[config.mk]
export PLATFORM = sky130hd
export DESIGN_NAME = sdram_aref_ctrl
export DESIGN_NICKNAME = d
export VERILOG_FILES = /design/src/rtl/sdram_pkg.sv /design/src/rtl/sdram_aref_timer.sv /design/src/rtl/sdram_aref_ctrl.sv
export SDC_FILE = /design/constraint.sdc
export NUM_CORES = 1
export LEC_CHECK = 0
export CORE_MARGIN = 2
export CORE_UTILIZATION = 52
export CTS_BUF_LIST = sky130_fd_sc_hd__clkbuf_4 sky130_fd_sc_hd__clkbuf_8
export DETAILED_ROUTE_END_ITERATION = 10
export GPL_TIMING_DRIVEN = 0
export PLACE_DENSITY = 0.84
export SLEW_MARGIN = 20
export SYNTH_ARGS = -nofsm -noshare
export SYNTH_HDL_FRONTEND = slang
export SYNTH_SLANG_ARGS = --single-unit
[constraint.sdc]
create_clock -name sdram_clk -period 1.6 [get_ports sdram_clk]
set_input_delay 0.4 -clock sdram_clk [delete_from_list [all_inputs] [get_ports sdram_clk]]
set_output_delay 0.4 -clock sdram_clk [all_outputs]
set_load 0.1 [all_outputs]
[src/rtl/sdram_pkg.sv]
// rtl/sdram_pkg.sv - shared SDRAM auto-refresh encodings, state type and build option (SDRAM_AREF_POSTPONE_EN)
package sdram_pkg;

    localparam int ADDR_BITS = 12;

    // {CS_n, RAS_n, CAS_n, WE_n}
    localparam logic [3:0] CMD_NOP  = 4'b0111;
    localparam logic [3:0] CMD_PRE  = 4'b0010;
    localparam logic [3:0] CMD_AREF = 4'b0001;

`ifdef SDRAM_AREF_POSTPONE_EN
    localparam bit POSTPONE_EN = 1'b1;
`else
    localparam bit POSTPONE_EN = 1'b0;
`endif

    typedef enum logic [2:0] {
        ST_IDLE,
        ST_PRE,
        ST_WAIT_RP,
        ST_AREF,
        ST_WAIT_RFC,
        ST_DONE
    } aref_state_t;

endpackage

[src/rtl/sdram_aref_timer.sv]
// rtl/sdram_aref_timer.sv - refresh interval counter and refresh debt tracking (depth set by SDRAM_AREF_POSTPONE_EN)
module sdram_aref_timer
    import sdram_pkg::*;
#(
    parameter int T_REFI    = 2000,
    parameter int MAX_PEND  = 8,
    parameter int URGENT_TH = 6
) (
    input  logic sdram_clk,
    input  logic rst_n,
    input  logic init_done,
    input  logic aref_issue,
    output logic tick,
    output logic aref_req,
    output logic aref_urgent,
    output logic aref_ovf
);

    localparam int CNT_W    = $clog2(T_REFI + 1);
    localparam int DEBT_W   = POSTPONE_EN ? $clog2(MAX_PEND + 1) : 1;
    localparam int DEBT_MAX = POSTPONE_EN ? MAX_PEND : 1;
    localparam int URG_LVL  = POSTPONE_EN ? URGENT_TH : 1;

    localparam logic [CNT_W-1:0]  CNT_LAST   = CNT_W'(T_REFI - 1);
    localparam logic [DEBT_W-1:0] DEBT_MAX_V = DEBT_W'(DEBT_MAX);
    localparam logic [DEBT_W-1:0] URG_V      = DEBT_W'(URG_LVL);

    logic              init_q;
    logic [CNT_W-1:0]  cnt;
    logic [DEBT_W-1:0] debt;

    // init_q delays the start so the first tick lands T_REFI cycles after init_done rises
    assign tick = init_q && init_done && (cnt == CNT_LAST);

    // Interval counter: held at zero until initialisation is done, wraps on tick
    always_ff @(posedge sdram_clk or negedge rst_n) begin
        if (!rst_n) begin
            init_q <= 1'b0;
            cnt    <= '0;
        end else begin
            init_q <= init_done;
            if (!init_done || !init_q || tick) begin
                cnt <= '0;
            end else begin
                cnt <= cnt + CNT_W'(1);
            end
        end
    end

    // Debt: tick adds, issued AREF removes, both together cancel; overflow is sticky
    always_ff @(posedge sdram_clk or negedge rst_n) begin
        if (!rst_n) begin
            debt     <= '0;
            aref_ovf <= 1'b0;
        end else if (tick && !aref_issue) begin
            if (debt == DEBT_MAX_V) begin
                aref_ovf <= 1'b1;
            end else begin
                debt <= debt + DEBT_W'(1);
            end
        end else if (!tick && aref_issue && (debt != '0)) begin
            debt <= debt - DEBT_W'(1);
        end
    end

    assign aref_req    = (debt != '0);
    assign aref_urgent = (debt >= URG_V);

endmodule

[src/rtl/sdram_aref_ctrl.sv]
// rtl/sdram_aref_ctrl.sv - SDRAM auto-refresh sequencer: PRE-all then AREF burst (burst when SDRAM_AREF_POSTPONE_EN)
module sdram_aref_ctrl
    import sdram_pkg::*;
#(
    parameter int T_REFI    = 2000,
    parameter int T_RP      = 3,
    parameter int T_RFC     = 9,
    parameter int MAX_PEND  = 8,
    parameter int URGENT_TH = 6,
    parameter int ADDR_BITS = sdram_pkg::ADDR_BITS
) (
    input  logic                 sdram_clk,
    input  logic                 rst_n,
    input  logic                 init_done,
    input  logic                 aref_en,
    output logic                 aref_req,
    output logic                 aref_urgent,
    output logic                 aref_busy,
    output logic                 aref_done,
    output logic                 aref_ovf,
    output logic [3:0]           aref_cmd,
    output logic [ADDR_BITS-1:0] sdram_addr
);

    localparam int WAIT_MAX = (T_RFC > T_RP) ? T_RFC : T_RP;
    localparam int WAIT_W   = $clog2(WAIT_MAX + 1);
    localparam int A10      = 10;

    localparam logic [WAIT_W-1:0] RP_LAST  = WAIT_W'(T_RP - 2);
    localparam logic [WAIT_W-1:0] RFC_LAST = WAIT_W'(T_RFC - 2);

    aref_state_t       state;
    aref_state_t       state_nxt;
    logic [WAIT_W-1:0] wait_cnt;
    logic              aref_issue;
    logic              tick;
    logic              burst_more;

    sdram_aref_timer #(
        .T_REFI    (T_REFI),
        .MAX_PEND  (MAX_PEND),
        .URGENT_TH (URGENT_TH)
    ) u_timer (
        .sdram_clk   (sdram_clk),
        .rst_n       (rst_n),
        .init_done   (init_done),
        .aref_issue  (aref_issue),
        .tick        (tick),
        .aref_req    (aref_req),
        .aref_urgent (aref_urgent),
        .aref_ovf    (aref_ovf)
    );

    // A tick landing in the last tRFC cycle still counts toward the burst
    assign burst_more = POSTPONE_EN && (aref_req || tick);

    // State register
    always_ff @(posedge sdram_clk or negedge rst_n) begin
        if (!rst_n) begin
            state <= ST_IDLE;
        end else begin
            state <= state_nxt;
        end
    end

    // Cycles spent in the current wait state; restarts on every state change
    always_ff @(posedge sdram_clk or negedge rst_n) begin
        if (!rst_n) begin
            wait_cnt <= '0;
        end else if ((state != state_nxt) || (state == ST_IDLE)) begin
            wait_cnt <= '0;
        end else begin
            wait_cnt <= wait_cnt + WAIT_W'(1);
        end
    end

    // Next-state: grants only honoured in IDLE with debt outstanding
    always_comb begin
        state_nxt = state;
        unique case (state)
            ST_IDLE:     if (aref_en && aref_req) state_nxt = ST_PRE;
            ST_PRE:      state_nxt = ST_WAIT_RP;
            ST_WAIT_RP:  if (wait_cnt == RP_LAST) state_nxt = ST_AREF;
            ST_AREF:     state_nxt = ST_WAIT_RFC;
            ST_WAIT_RFC: if (wait_cnt == RFC_LAST) state_nxt = burst_more ? ST_AREF : ST_DONE;
            ST_DONE:     state_nxt = ST_IDLE;
            default:     state_nxt = ST_IDLE;
        endcase
    end

    // Command decode and status outputs
    always_comb begin
        aref_cmd   = CMD_NOP;
        sdram_addr = '0;
        aref_issue = 1'b0;
        aref_busy  = (state != ST_IDLE);
        aref_done  = (state == ST_DONE);
        if (state == ST_PRE) begin
            aref_cmd        = CMD_PRE;
            sdram_addr[A10] = 1'b1;
        end else if (state == ST_AREF) begin
            aref_cmd   = CMD_AREF;
            aref_issue = 1'b1;
        end
    end

endmodule

==> metrics <==
ordered list of cells on the worst path nor2_4 -> nand2_4 -> clkinvlp_4 -> buf_12; Final Instance Count excl. Fillers 176; mean instance size in the synthesized netlist 9.84 um2; detail-routed via count per cell 5.24; dominant combinational cell family by area after synthesis simple AND/OR/NAND/NOR gates; number of buffers created by CTS 3; Overflow after GRT 0; Final Critical Period 1690 ps; power per cell area 660 mW/mm2; diode insertion count for antenna repair 0; DRC 0; Total GRT Usage 18.8%; cell at the root of the clock tree sky130_fd_sc_hd__clkbuf_4; Buf+Inv Stages, Crit Path 2; Layout Cell Area excl Fill 0.00150 mm2; grt met1 use 22.9%; antenna violations before repair 0; crit path capture type primary output; sequential cell area fraction in the yosys report 45.7%; unrepaired setup endpoints after global routing true; library cell with the highest instance count after synthesis sky130_fd_sc_hd__dfrtp_1; clock latency on the worst-skew pair 310 ps; post-synthesis compound-gate area fraction 11.6%; clock transition at the registers of the reported paths 110 ps; count of endpoints failing hold in the final timing report 0; dominant synthesized flop cell sky130_fd_sc_hd__dfrtp_1; routed length per instance 12.5 um; Post-Synthesis Cell Area 0.00115 mm2; number of nets with antenna violations after routing 0; instance count of the mapped netlist 117; final clock skew 2.27 ps; vias post-DR 922; Yosys top cell by area sky130_fd_sc_hd__dfrtp_1; total number of H-tree levels 1; Bufs on Longest Clock Path 2; slowest cell on the critical path sky130_fd_sc_hd__dfrtp_2; Detailed Route WL 2210 um; number of enable-type register cells in the synthesized netlist 0; gate family responsible for the most delay along the worst path flip-flops; number of port buffers 12; total half-perimeter wirelength after legalization and detailed placement 1470 um; top fanout value on the critical path 4; accumulated negative setup slack -114 ps; fillers 164; met2 Use GR 32.9%; number of violations of the max-capacitance limit 0; Static Leak 0.645 nW; IO Pins 25; DIE WIDTH 51.1 um; Placed Cells incl. Taps 168; first-pass GRT wire length 3680 um; count of distinct cell types in the synthesized netlist 31; initial detailed-routing violation count 15; Final period util 106%; placement-stage cell area 0.00137 mm2; Synth Area in Simple Gates 23.3%; largest net degree at the start of global routing 22; initial cell density of the core 53.6%; async set-reset flop share out of synthesis 100%; number of warnings reported in the yosys synthesis log 0; violated checks negative setup slack; Worst Hold Class primary input to async pin; required arrival time at the worst endpoint 1200 ps; largest voltage drop on the vdd net 424 uV; critical path class flop to primary output; FP Rows 17; number of global-route vias before repair 867; maximum clock frequency 0.591 GHz; xor/xnor share of the synthesized area 4.57%; Total Die Area 0.00261 mm2; number of storage elements in the synthesis netlist 21; number of nets in the final layout 156; GRT Max-Usage Layer met2; worst-case setup margin in the final layout -93.1 ps; Max Slew Vio Count 0; Adder-Cell Fraction of Synth Area 4.13%; share of cells above drive strength 1 33.8%; worst hold slack after final layout 27.7 ps; critical path startpoint category flop; post-synthesis to final-layout area growth 30.0%; met3 global-route usage 2.63%; outcome finished with violations; fraction of synthesized cell area taken by the top area cell type 45.7%; clock tree from TritonCTS yes; number of detailed-routing iterations run before antenna repair 4; Synth top cells by count 21 x sky130_fd_sc_hd__dfrtp_1, 13 x sky130_fd_sc_hd__buf_4, 10 x sky130_fd_sc_hd__nand2_1; number of sinks handled by clock tree synthesis 21; Post-Route Utilization 69.7%; height of the die 51.1 um; portion of netlist area occupied by mux cells 0%; final estimated routing congestion in global placement 0.813; Worst Path Arrival 1290 ps; number of setup violations in the final report 3; Floorplan Core Area 0.00215 mm2; slowest cell delay on critical path 460 ps; top area cells in the synthesized netlist sky130_fd_sc_hd__dfrtp_1 46%, sky130_fd_sc_hd__buf_4 8.5%, sky130_fd_sc_hd__ha_1 3.3%, sky130_fd_sc_hd__nand2_1 3.3%, sky130_fd_sc_hd__nand3b_1 2.6%
[kinds of logic (layout without fill, tap and decap cells)]
kind of cell / after synthesis / after routing
adders and majority gates: 4 / 4
buffers and inverters: 19 / 39
AOI/OAI and AO/OA: 20 / 20
other: 1 / 12
xor gates and xnor gates: 6 / 6
and+or+nand+nor: 46 / 46
DFF: 21 / 21
[per-layer routing]
| layer | wire length [um] | vias up | part of all wire (%) |
|---|---|---|---|
| met5 | 0 | - | 0 |
| met4 | 40 | 0 | 1.8 |
| met3 | 48 | 5 | 2.2 |
| met2 | 1180 | 13 | 54 |
| met1 | 933 | 449 | 42 |
| li1 | - | 455 | - |
[stage by stage]
| step | power (mW) | worst slack, ps |
|---|---|---|
| after floorplan | 0.700 | -466 |
| after global placement | 0.720 | -807 |
| after detailed placement | 0.721 | -815 |
| after CTS | 0.997 | -52.2 |
| after global routing | 1.02 | -136 |
| final | 0.988 | -93.1 |
[report_power, final]
group	switching, mW	total, mW	internal (mW)
sequential	0.00477	0.539	0.534
clock	0.160	0.274	0.114
combinational	0.144	0.175	0.0308
[registers in the layout, summed over array words and instances, names as in the netlist]
register and cells:
wait_cnt 4, u_timer.aref_ovf 1, u_timer.cnt 11, state 3, u_timer.aref_req 1, u_timer.init_q 1
[cell type report]
class	instances	area [um2]	share of cell area, %
Multi-Input combinational cell	88	606	40.5
Sequential cell	21	529	35.4
Timing Repair Buffer	17	176	11.8
Buffer	13	97.6	6.52
Tap cell	28	35.0	2.34
Clock buffer	4	30.0	2.01
Inverter	5	22.5	1.51
[path summary, 6_finish.rpt]
check | start | to | slack, ps | cells past startpoint
hold / removal | rst_n | wait_cnt[2] | 30 | 1
min in group sdram_clk | u_timer.aref_ovf | u_timer.aref_ovf | 470 | 1
max in group asynchronous | rst_n | state[2] | 1230 | 1
hold reg to reg | u_timer.aref_ovf | u_timer.aref_ovf | 470 | 1
setup / recovery | state[2] | sdram_addr[10] | -90 | 4
setup reg to reg | u_timer.cnt[0] | u_timer.cnt[7] | 80 | 4
[repair_timing]
| action | in CTS | in global routing |
|---|---|---|
| setup endpoints to repair | 14 | 11 |
| hold buffers | 0 | 0 |
| resized for setup | 70 | 6 |
| buffers inserted | 4 | 1 |
| pin swaps | 2 | 1 |
[cell usage in the layout (no fill, tap or decap), drive strengths merged, types with 4 or more instances in the layout]
cell,Yosys,layout
buf,13,28
dfrtp,21,21
conb,1,12
nand2,10,10
nor2,7,7
o21ai,5,5
a21oi,5,5
nand3,5,5
nand3b,4,4
or3,4,4
nor3,4,4
clkbuf,1,4
inv,5,4
No activity file was read; power rests on OpenSTA's default activity.
